==> src/rtl/core_ctrl_pkg.sv <==
// Shared pipeline-control definitions: controller state encoding, control word, bubble encoding.
// Imported by the hazard controller and by the pipeline registers that load bubbles.
package core_ctrl_pkg;

  typedef enum logic [1:0] {
    RUN      = 2'd0,
    MEM_WAIT = 2'd1,
    ERR      = 2'd2
  } state_t;

  // A flushed pipeline register loads this instruction with its writeback disabled.
  localparam logic [31:0] NOP_INSN = 32'h0000_0013;
  localparam logic        NOP_WB   = 1'b0;

  typedef struct packed {
    logic pc_en;
    logic if_id_en;
    logic id_ie_en;
    logic ie_imem_en;
    logic imem_wb_en;
    logic if_id_flush;
    logic id_ie_flush;
  } ctl_t;

  localparam ctl_t CTL_RUN    = '{1'b1, 1'b1, 1'b1, 1'b1, 1'b1, 1'b0, 1'b0};
  localparam ctl_t CTL_FREEZE = '{1'b0, 1'b0, 1'b0, 1'b0, 1'b0, 1'b0, 1'b0};
  localparam ctl_t CTL_REDIR  = '{1'b1, 1'b1, 1'b1, 1'b1, 1'b1, 1'b1, 1'b1};
  localparam ctl_t CTL_STALL  = '{1'b0, 1'b0, 1'b1, 1'b1, 1'b1, 1'b0, 1'b1};
  localparam ctl_t CTL_IMISS  = '{1'b0, 1'b1, 1'b1, 1'b1, 1'b1, 1'b1, 1'b0};

endpackage

==> src/rtl/pipe_ctrl_if.sv <==
// Hazard inputs and per-stage enable/flush outputs of the pipeline controller.
// master = controller side, slave = pipeline/hazard-detect side.
interface pipe_ctrl_if #(
  parameter int PERF_W = 32
) ();
  logic              br_stall;
  logic              lu_stall;
  logic              redirect;
  logic              imem_ready;
  logic              dmem_req;
  logic              dmem_ready;
  logic              pc_en;
  logic              if_id_en;
  logic              id_ie_en;
  logic              ie_imem_en;
  logic              imem_wb_en;
  logic              if_id_flush;
  logic              id_ie_flush;
  logic              bus_err;
  logic [PERF_W-1:0] stall_cyc;
  logic [PERF_W-1:0] flush_cnt;

  modport master (
    input  br_stall, lu_stall, redirect, imem_ready, dmem_req, dmem_ready,
    output pc_en, if_id_en, id_ie_en, ie_imem_en, imem_wb_en,
    output if_id_flush, id_ie_flush, bus_err, stall_cyc, flush_cnt
  );

  modport slave (
    output br_stall, lu_stall, redirect, imem_ready, dmem_req, dmem_ready,
    input  pc_en, if_id_en, id_ie_en, ie_imem_en, imem_wb_en,
    input  if_id_flush, id_ie_flush, bus_err, stall_cyc, flush_cnt
  );
endinterface

==> src/rtl/pipe_ctrl_wdog.sv <==
// Data-memory wait watchdog: counts consecutive wait cycles, saturating at DMEM_TIMEOUT.
// o_expired flags the last allowed wait cycle; i_clr has priority over i_inc.
module pipe_ctrl_wdog #(
  parameter int DMEM_TIMEOUT = 64,
  parameter int TO_W         = 7
) (
  input  logic clk,
  input  logic rst,
  input  logic i_clr,
  input  logic i_inc,
  output logic o_expired
);
  localparam logic [TO_W-1:0] LP_LAST = TO_W'(DMEM_TIMEOUT - 1);
  localparam logic [TO_W-1:0] LP_MAX  = TO_W'(DMEM_TIMEOUT);

  logic [TO_W-1:0] r_cnt;

  always_ff @(posedge clk) begin
    if (rst || i_clr) begin
      r_cnt <= '0;
    end else if (i_inc && (r_cnt != LP_MAX)) begin
      r_cnt <= r_cnt + 1'b1;
    end
  end

  assign o_expired = (r_cnt == LP_LAST);
endmodule

==> src/rtl/pipe_ctrl.sv <==
// Pipeline hazard/sequencing controller: zero-latency per-stage enables/flushes plus dmem watchdog.
// Optional performance counters are built only when PIPE_CTRL_PERF_EN is defined.
module pipe_ctrl
  import core_ctrl_pkg::*;
#(
  parameter int DMEM_TIMEOUT = 64,
  parameter int TO_W         = 7,
  parameter int PERF_W       = 32
) (
  input  logic          clk,
  input  logic          rst,
  pipe_ctrl_if.master   bus
);
  state_t r_state;
  state_t w_next;
  ctl_t   w_ctl;
  logic   w_mem_wait;
  logic   w_wd_clr;
  logic   w_wd_inc;
  logic   w_wd_expired;

  assign w_mem_wait = bus.dmem_req & ~bus.dmem_ready;

  pipe_ctrl_wdog #(
    .DMEM_TIMEOUT (DMEM_TIMEOUT),
    .TO_W         (TO_W)
  ) u_wdog (
    .clk       (clk),
    .rst       (rst),
    .i_clr     (w_wd_clr),
    .i_inc     (w_wd_inc),
    .o_expired (w_wd_expired)
  );

  always_ff @(posedge clk) begin
    if (rst) begin
      r_state <= RUN;
    end else begin
      r_state <= w_next;
    end
  end

  always_comb begin
    w_next   = r_state;
    w_ctl    = CTL_RUN;
    w_wd_clr = 1'b1;
    w_wd_inc = 1'b0;
    unique case (r_state)
      RUN, MEM_WAIT: begin
        if (w_mem_wait) begin
          // Full freeze: a redirect here stays asserted in the frozen IE and is taken on release.
          w_ctl    = CTL_FREEZE;
          w_wd_clr = 1'b0;
          w_wd_inc = 1'b1;
          w_next   = ((r_state == MEM_WAIT) && w_wd_expired) ? ERR : MEM_WAIT;
        end else begin
          w_next = RUN;
          if (bus.redirect) begin
            w_ctl = CTL_REDIR;
          end else if (bus.br_stall || bus.lu_stall) begin
            w_ctl = CTL_STALL;
          end else if (!bus.imem_ready) begin
            w_ctl = CTL_IMISS;
          end
        end
      end
      ERR: begin
        w_ctl    = CTL_FREEZE;
        w_wd_clr = 1'b0;
      end
      default: begin
        w_next = RUN;
      end
    endcase
  end

  assign bus.pc_en       = w_ctl.pc_en;
  assign bus.if_id_en    = w_ctl.if_id_en;
  assign bus.id_ie_en    = w_ctl.id_ie_en;
  assign bus.ie_imem_en  = w_ctl.ie_imem_en;
  assign bus.imem_wb_en  = w_ctl.imem_wb_en;
  assign bus.if_id_flush = w_ctl.if_id_flush;
  assign bus.id_ie_flush = w_ctl.id_ie_flush;
  assign bus.bus_err     = (r_state == ERR);

`ifdef PIPE_CTRL_PERF_EN
  logic [PERF_W-1:0] r_stall_cyc;
  logic [PERF_W-1:0] r_flush_cnt;

  always_ff @(posedge clk) begin
    if (rst) begin
      r_stall_cyc <= '0;
      r_flush_cnt <= '0;
    end else begin
      if (!w_ctl.pc_en && (r_state != ERR)) begin
        r_stall_cyc <= r_stall_cyc + 1'b1;
      end
      if (w_ctl.if_id_flush || w_ctl.id_ie_flush) begin
        r_flush_cnt <= r_flush_cnt + 1'b1;
      end
    end
  end

  assign bus.stall_cyc = r_stall_cyc;
  assign bus.flush_cnt = r_flush_cnt;
`else
  assign bus.stall_cyc = '0;
  assign bus.flush_cnt = '0;
`endif
endmodule
==> src/flat_wrapper.sv <==
// flat-port wrapper written by rule: the top's interface ports become plain ports
module pipe_ctrl_flat import core_ctrl_pkg::*;
#(
  parameter int DMEM_TIMEOUT = 64,
  parameter int TO_W         = 7,
  parameter int PERF_W       = 32
)
  (clk, rst, bus_br_stall, bus_lu_stall, bus_redirect, bus_imem_ready, bus_dmem_req, bus_dmem_ready, bus_pc_en, bus_if_id_en, bus_id_ie_en, bus_ie_imem_en, bus_imem_wb_en, bus_if_id_flush, bus_id_ie_flush, bus_bus_err, bus_stall_cyc, bus_flush_cnt);
  pipe_ctrl_if #(.PERF_W(PERF_W)) bus_i ();
  input  logic clk;
  input  logic rst;
  input wire logic [$bits(bus_i.br_stall)-1:0] bus_br_stall;
  input wire logic [$bits(bus_i.lu_stall)-1:0] bus_lu_stall;
  input wire logic [$bits(bus_i.redirect)-1:0] bus_redirect;
  input wire logic [$bits(bus_i.imem_ready)-1:0] bus_imem_ready;
  input wire logic [$bits(bus_i.dmem_req)-1:0] bus_dmem_req;
  input wire logic [$bits(bus_i.dmem_ready)-1:0] bus_dmem_ready;
  output wire logic [$bits(bus_i.pc_en)-1:0] bus_pc_en;
  output wire logic [$bits(bus_i.if_id_en)-1:0] bus_if_id_en;
  output wire logic [$bits(bus_i.id_ie_en)-1:0] bus_id_ie_en;
  output wire logic [$bits(bus_i.ie_imem_en)-1:0] bus_ie_imem_en;
  output wire logic [$bits(bus_i.imem_wb_en)-1:0] bus_imem_wb_en;
  output wire logic [$bits(bus_i.if_id_flush)-1:0] bus_if_id_flush;
  output wire logic [$bits(bus_i.id_ie_flush)-1:0] bus_id_ie_flush;
  output wire logic [$bits(bus_i.bus_err)-1:0] bus_bus_err;
  output wire logic [$bits(bus_i.stall_cyc)-1:0] bus_stall_cyc;
  output wire logic [$bits(bus_i.flush_cnt)-1:0] bus_flush_cnt;
  assign bus_i.br_stall = bus_br_stall;
  assign bus_i.lu_stall = bus_lu_stall;
  assign bus_i.redirect = bus_redirect;
  assign bus_i.imem_ready = bus_imem_ready;
  assign bus_i.dmem_req = bus_dmem_req;
  assign bus_i.dmem_ready = bus_dmem_ready;
  assign bus_pc_en = bus_i.pc_en;
  assign bus_if_id_en = bus_i.if_id_en;
  assign bus_id_ie_en = bus_i.id_ie_en;
  assign bus_ie_imem_en = bus_i.ie_imem_en;
  assign bus_imem_wb_en = bus_i.imem_wb_en;
  assign bus_if_id_flush = bus_i.if_id_flush;
  assign bus_id_ie_flush = bus_i.id_ie_flush;
  assign bus_bus_err = bus_i.bus_err;
  assign bus_stall_cyc = bus_i.stall_cyc;
  assign bus_flush_cnt = bus_i.flush_cnt;
  pipe_ctrl #(.DMEM_TIMEOUT(DMEM_TIMEOUT), .TO_W(TO_W), .PERF_W(PERF_W)) u_core (.clk(clk), .rst(rst), .bus(bus_i));
endmodule
==> config.mk <==
export PLATFORM = sky130hd
export DESIGN_NAME = pipe_ctrl_flat
export DESIGN_NICKNAME = d
export VERILOG_FILES = /design/src/rtl/core_ctrl_pkg.sv /design/src/rtl/pipe_ctrl_if.sv /design/src/rtl/pipe_ctrl_wdog.sv /design/src/rtl/pipe_ctrl.sv /design/src/flat_wrapper.sv
export SDC_FILE = /design/constraint.sdc
export NUM_CORES = 1
export LEC_CHECK = 0
export CAP_MARGIN = 30
export CORE_ASPECT_RATIO = 1.4
export CORE_MARGIN = 2
export CORE_UTILIZATION = 37
export CTS_BUF_LIST = sky130_fd_sc_hd__clkbuf_2 sky130_fd_sc_hd__clkbuf_4 sky130_fd_sc_hd__clkbuf_8
export CTS_CLUSTER_DIAMETER = 200
export CTS_CLUSTER_SIZE = 24
export DETAILED_ROUTE_END_ITERATION = 7
export PLACE_DENSITY = 0.88
export SLEW_MARGIN = 20
export SYNTH_ARGS = -nofsm -noshare
export SYNTH_HDL_FRONTEND = slang
export SYNTH_HIERARCHICAL = 1
export SYNTH_SLANG_ARGS = --single-unit
export TNS_END_PERCENT = 5
==> constraint.sdc <==
create_clock -name clk -period 3.8 [get_ports clk]
set_input_delay 0.57 -clock clk [delete_from_list [all_inputs] [get_ports clk]]
set_output_delay 0.57 -clock clk [all_outputs]
set_load 0.1 [all_outputs]
==> results of run 1 <==
==> stage by stage <==
| stage | setup slack [ns] | cells | utilization | hold slack (ns) | power (mW) |
|---|---|---|---|---|---|
| finish | 1.14 | 183 | 0.373 | 0.494 | 0.520 |
| global route | 1.08 | 183 | 0.373 | 0.504 | 0.532 |
| CTS | 1.13 | 183 | 0.373 | 0.495 | 0.520 |
| detailed placement | 1.22 | 179 | 0.361 | 0.486 | 0.437 |
| global placement | 1.23 | 179 | 0.361 | 0.475 | 0.436 |
| floorplan | 0.0213 | 194 | - | 0.459 | 0.472 |
==> per-layer routing <==
metal  vias to the layer above  global-route usage  share of wire
li1                        334                   -              -
met1                       300              0.0788           0.34
met2                        55               0.137           0.49
met3                         4              0.0204           0.15
met4                         0              0.0643          0.020
met5                         -                   0              0
==> registers in the layout, indices dropped and copies added (netlist names) <==
register and count:
u_core/r_state 2, u_core/u_wdog/r_cnt 7
==> critical path: cells and delay by family, from the launching register on <==
family / cells / cell delay [ns]
flip-flops: 1 / 0.40
buffers and inverters: 1 / 1.16
AND/OR/NAND/NOR: 1 / 0.25
==> kinds of logic (layout without fill, tap and decap cells) <==
kind of cell             after synthesis  count (layout)  share of synthesized area
XOR/XNOR                               1               1                    0.00856
other                                  1              64                    0.00366
adder cells (fa/ha/maj)                2               2                     0.0244
flip-flops                             9               9                      0.176
AND/OR/NAND/NOR                       29              29                      0.156
buffers and inverters                 72              25                      0.506
multiplexers                           2               2                     0.0196
AO/OA/AOI/OAI                         15              15                      0.105
==> cell type report <==
type | instances | area [µm²] | share of cell area
repair buffers | 15 | 133 | 0.136
multi-input cells | 113 | 564 | 0.579
clock buffers | 4 | 30.0 | 0.0308
flip-flops and latches | 9 | 180 | 0.185
inverters | 6 | 22.5 | 0.0231
well taps | 36 | 45.0 | 0.0462
==> cell usage after synthesis (2+ instances only) <==
library cell,count
ha_1,2
nor2b_1,3
buf_4,66
nor2_1,3
o21ai_0,2
or3b_1,2
inv_1,6
mux2i_1,2
a211oi_1,2
nand2_1,8
or3_1,2
nor3_1,3
a21oi_1,5
dfxtp_1,9
o31ai_1,2
==> final timing paths <==
kind / cells past startpoint / from / end / slack [ns]
hold / removal: 2 / u_core/u_wdog/r_cnt[6]$_SDFFE_PP0P_ / u_core/u_wdog/r_cnt[6]$_SDFFE_PP0P_ / 0.49
setup / recovery: 2 / u_core/r_state[1]$_SDFFE_PP0N_ / bus_bus_err / 1.14
setup reg to reg: 5 / u_core/r_state[1]$_SDFFE_PP0N_ / u_core/u_wdog/r_cnt[6]$_SDFFE_PP0P_ / 2.04
hold reg to reg: 2 / u_core/u_wdog/r_cnt[6]$_SDFFE_PP0P_ / u_core/u_wdog/r_cnt[6]$_SDFFE_PP0P_ / 0.49
==> where the power goes <==
part	switching [mW]	internal, mW	total (mW)
logic	0.322	0.0180	0.340
registers	0.000686	0.0950	0.0956
clock network	0.0359	0.0477	0.0836
==> results.py, run 1 <==
metrics = {
    "status": {
        "status": "completed",
    },
    "sta": {
        "rsz0062_at_grt": "no",
        "max_slew_margin": 0.356,
        "setup_violations": 0,
        "post-route-min-period_ns": 2.66,
        "hold_viol": 0,
        "fmax_ghz": 0.376,
        "finClkSkew_ns": 0.00491,
        "period_share": 0.700,
        "fin_setup_tns_ns": 0,
        "slew_violations": 0,
        "worstMarginPinSlew_ns": 0.963,
    },
    "detailed_routing": {
        "viasPerCell": 3.79,
        "wl_um": 1310,
        "ant_nets": 0,
        "drtPass1Iterations": 3,
        "first_iter_violations": 12,
        "routedWlPerCell_um": 7.14,
        "dr_total_vias": 693,
        "drc": 0,
    },
    "clock_network": {
        "clock_latency_ns": 0.27,
        "cts_resized": 0,
        "holdBufCountCts": 0,
        "clkTransAtPathRegs_ns": 0.06,
        "cts_tree": "yes",
        "post_cts_buffers": 0,
        "cts_num_sinks": 9,
        "cts_buffers": 3,
        "clockBufferDepth": 2,
        "root_buffer": "clkbuf_4",
        "htree_levels": 1,
    },
    "layout": {
        "final_common_cell": "conb_1",
        "postLayoutCellArea_um2": 975,
        "antennaDiodeCount": 0,
        "nets": 158,
        "area_delta_synth_final_pct": -4.77,
        "drive_above_1_share": 0.116,
        "final_cell_mix": "conb_1, dfxtp_1, clkdlybuf4s50_1, nand2_1, buf_4",
        "n_fill_cell": 274,
    },
    "floorplan": {
        "io_pins": 80,
        "die_area_um2": 3210,
        "start_util": 0.391,
        "core-area_um2": 2620,
        "rows": 22,
        "fp.dieW_um": 48.5,
        "die_y_um": 66.2,
    },
    "logic_synthesis": {
        "ys_async_sr_fraction": 0,
        "synth.area.top_cells": "buf_4, dfxtp_1, nand2_1",
        "synth_edf_count": 0,
        "yosysSeqAreaShare": 0.176,
        "syn_area_per_cell_um2": 7.81,
        "synth-seq-cells": 9,
        "ys_warn_count": 6,
        "synth_top_area_share": 0.484,
        "synth_top_cell_by_area": "buf_4",
        "synthCells": 131,
        "ys_types": 29,
        "netlist_area_um2": 1020,
        "synthFlopType": "dfxtp_1",
    },
    "global_route": {
        "grt-ovfl-total": 0,
        "grt_pass1_wl_um": 1950,
        "grt_usage": 0.0785,
        "grt_pass1_vias": 480,
        "antenna_found_initial": 0,
        "grt_max_degree": 7,
    },
    "placement": {
        "port_buffers": 15,
        "dp_hpwl_um": 1130,
        "routabilityCongestion": 0.780,
        "placed_area_um2": 945,
    },
    "worst_setup_path": {
        "worst_setup_path_end_kind": "output port",
        "critPathSlowestCell": "clkdlybuf4s50_1",
        "worstPathMaxFanout": 6,
        "arrival_ns": 2.09,
        "cpPeakStageDelay_ns": 1.16,
        "crit_required_ns": 3.23,
        "crit_path_start_kind": "flip-flop",
        "crit_path_cell_trace": "nor2b_2 -> clkdlybuf4s50_1",
        "critPathKind": "reg2out",
    },
    "power": {
        "power_leakage_nw": 0.461,
        "power.density_nw_per_um2": 533,
        "ir_drop_v": 0.000266,
    },
    "hold_path": {
        "min_path_type": "reg2reg",
    },
    "job": {
        "drv_cap": 0,
    },
}
Power figures use the tool's default switching activity.
==> run 2: changes to the inputs <==
Settings changed: CORE_UTILIZATION 37 to 34, PLACE_DENSITY 0.88 to 0.82.
Clock period 3.8 ns to 2.8 ns, I/O delays scaled along.
==> run 2 against run 1 <==
Sequential power up 37%. Final cell count up 0.55%. Clock skew down 0.0046 ns. Sequential share of layout area down 1.7 points. Highest routed layer unchanged. Wire length up 11%. Clock power up 87%. Hold slack better by 0.0058 ns. Global-route usage up 0.59 points. Clock-buffer cell count unchanged. Critical path depth up 3. Critical endpoint is now bus_imem_wb_en.
==> results.py, run 2 (synthesis gave the netlist of run 1 again) <==
metrics = {
    "layout": {
        "final_cell_mix": "conb_1, dfxtp_1, nand2_1, clkdlybuf4s50_1",
        "top_regs": "u_core/u_wdog/r_cnt (7), u_core/r_state (2)",
        "final_common_cell": "conb_1",
        "drive_above_1_share": 0.129,
        "largest_reg_flops": 7,
        "area_delta_synth_final_pct": 4.77,
        "nets": 158,
        "regMostFlops": "u_core/u_wdog/r_cnt",
        "antennaDiodeCount": 0,
    },
    "sta": {
        "worstMarginPinSlew_ns": 0.691,
        "hold_viol": 0,
        "slew_violations": 0,
        "fmax_ghz": 0.423,
        "rsz0062_at_grt": "no",
        "max_slew_margin": 0.538,
        "period_share": 0.844,
        "finClkSkew_ns": 0.000282,
        "worst_hold_slack_ns": 0.500,
        "setup_violations": 0,
        "fin_setup_tns_ns": 0,
        "post-route-min-period_ns": 2.36,
    },
    "power": {
        "power.switching_uw": 489,
        "seqPwrFrac": 0.170,
        "p_clk_frac": 0.203,
        "comb_power_share": 0.626,
        "power.density_nw_per_um2": 715,
        "internal_power_uw": 277,
        "ir_drop_v": 0.000284,
        "swShare": 0.639,
        "power_uw": 767,
        "power_leakage_nw": 0.502,
    },
    "clock_network": {
        "clkTransAtPathRegs_ns": 0.04,
        "clockBufferDepth": 2,
        "holdBufCountCts": 0,
        "cts_resized": 0,
        "post_cts_buffers": 0,
        "clock_latency_ns": 0.23,
        "cts_buffers": 3,
        "root_buffer": "clkbuf_8",
        "cts_num_sinks": 9,
        "cts_tree": "yes",
        "htree_levels": 1,
    },
    "floorplan": {
        "start_util": 0.356,
        "core-area_um2": 2880,
        "rows": 23,
        "die_y_um": 68.9,
        "die_area_um2": 3470,
        "io_pins": 80,
        "fp.dieW_um": 50.4,
    },
    "detailed_routing": {
        "first_iter_violations": 10,
        "drtPass1Iterations": 4,
        "dr_total_vias": 701,
        "viasPerCell": 3.81,
        "wl_um": 1440,
        "drc": 0,
        "routedWlPerCell_um": 7.85,
        "ant_nets": 0,
    },
    "worst_setup_path": {
        "arrival_ns": 1.94,
        "crit_required_ns": 2.38,
        "worst_setup_path_end_kind": "output port",
        "crit_path_start_kind": "input port",
        "critPathKind": "in2out",
        "worstPathMaxFanout": 5,
    },
    "placement": {
        "dp_hpwl_um": 1270,
        "port_buffers": 15,
        "routabilityCongestion": 0.777,
    },
    "job": {
        "drv_cap": 0,
    },
    "global_route": {
        "grt_pass1_wl_um": 2170,
        "grt_max_degree": 7,
        "grt-ovfl-total": 0,
        "antenna_found_initial": 0,
        "grt_pass1_vias": 548,
        "grt_usage": 0.0844,
    },
    "hold_path": {
        "min_path_type": "reg2reg",
    },
    "status": {
        "status": "completed",
    },
}
## run 2: metrics by stage
step | worst slack [ns] | utilization | std cells | area (µm²)
after floorplan | -0.468 | - | 194 | 1270
after global placement | 0.438 | 0.356 | 180 | 1020
after detailed placement | 0.438 | 0.356 | 180 | 1020
after CTS | 0.413 | 0.373 | 184 | 1070
after global routing | 0.324 | 0.373 | 184 | 1070
final | 0.438 | 0.373 | 184 | 1070
## run 2: worst paths after layout
kind         cells after the start  slack (ns)                           startpoint                                   to
min reg2reg                      2        0.50  u_core/u_wdog/r_cnt[6]$_SDFFE_PP0P_  u_core/u_wdog/r_cnt[6]$_SDFFE_PP0P_
max                              5        0.44                       bus_dmem_ready                       bus_imem_wb_en
max reg2reg                      5        1.04       u_core/r_state[1]$_SDFFE_PP0N_  u_core/u_wdog/r_cnt[6]$_SDFFE_PP0P_
min                              2        0.50  u_core/u_wdog/r_cnt[6]$_SDFFE_PP0P_  u_core/u_wdog/r_cnt[6]$_SDFFE_PP0P_
## run 2: area by class of cell
cell class                 count  area [µm²]
sequential                     9         180
fill                         325        1810
multi-input combinational    113         569
inverter                       6        22.5
timing repair buffer          15         205
tap                           37        46.3
clock buffer                   4        48.8
## run 2: metal layers
metal / wire (µm) / global-route usage / vias up
met5: 0 / 0 / -
met2: 734 / 0.158 / 60
met3: 212 / 0.00862 / 2
met4: 32 / 0.0811 / 0
met1: 463 / 0.0798 / 306
li1: - / - / 333
## run 2: critical path: stages
cell             delay, ns
clkdlybuf4s50_1       0.47
or3b_1                0.14
inv_1                 0.10
nor2_1                0.55
buf_12                0.26
## run 2: power by group through the flow
stage,logic (mW),clock network [mW],registers [mW]
final,0.480,0.156,0.131
after global routing,0.489,0.169,0.130
after CTS,0.479,0.161,0.131
after detailed placement,0.479,0,0.133
after global placement,0.478,0,0.133
after floorplan,0.509,0,0.133
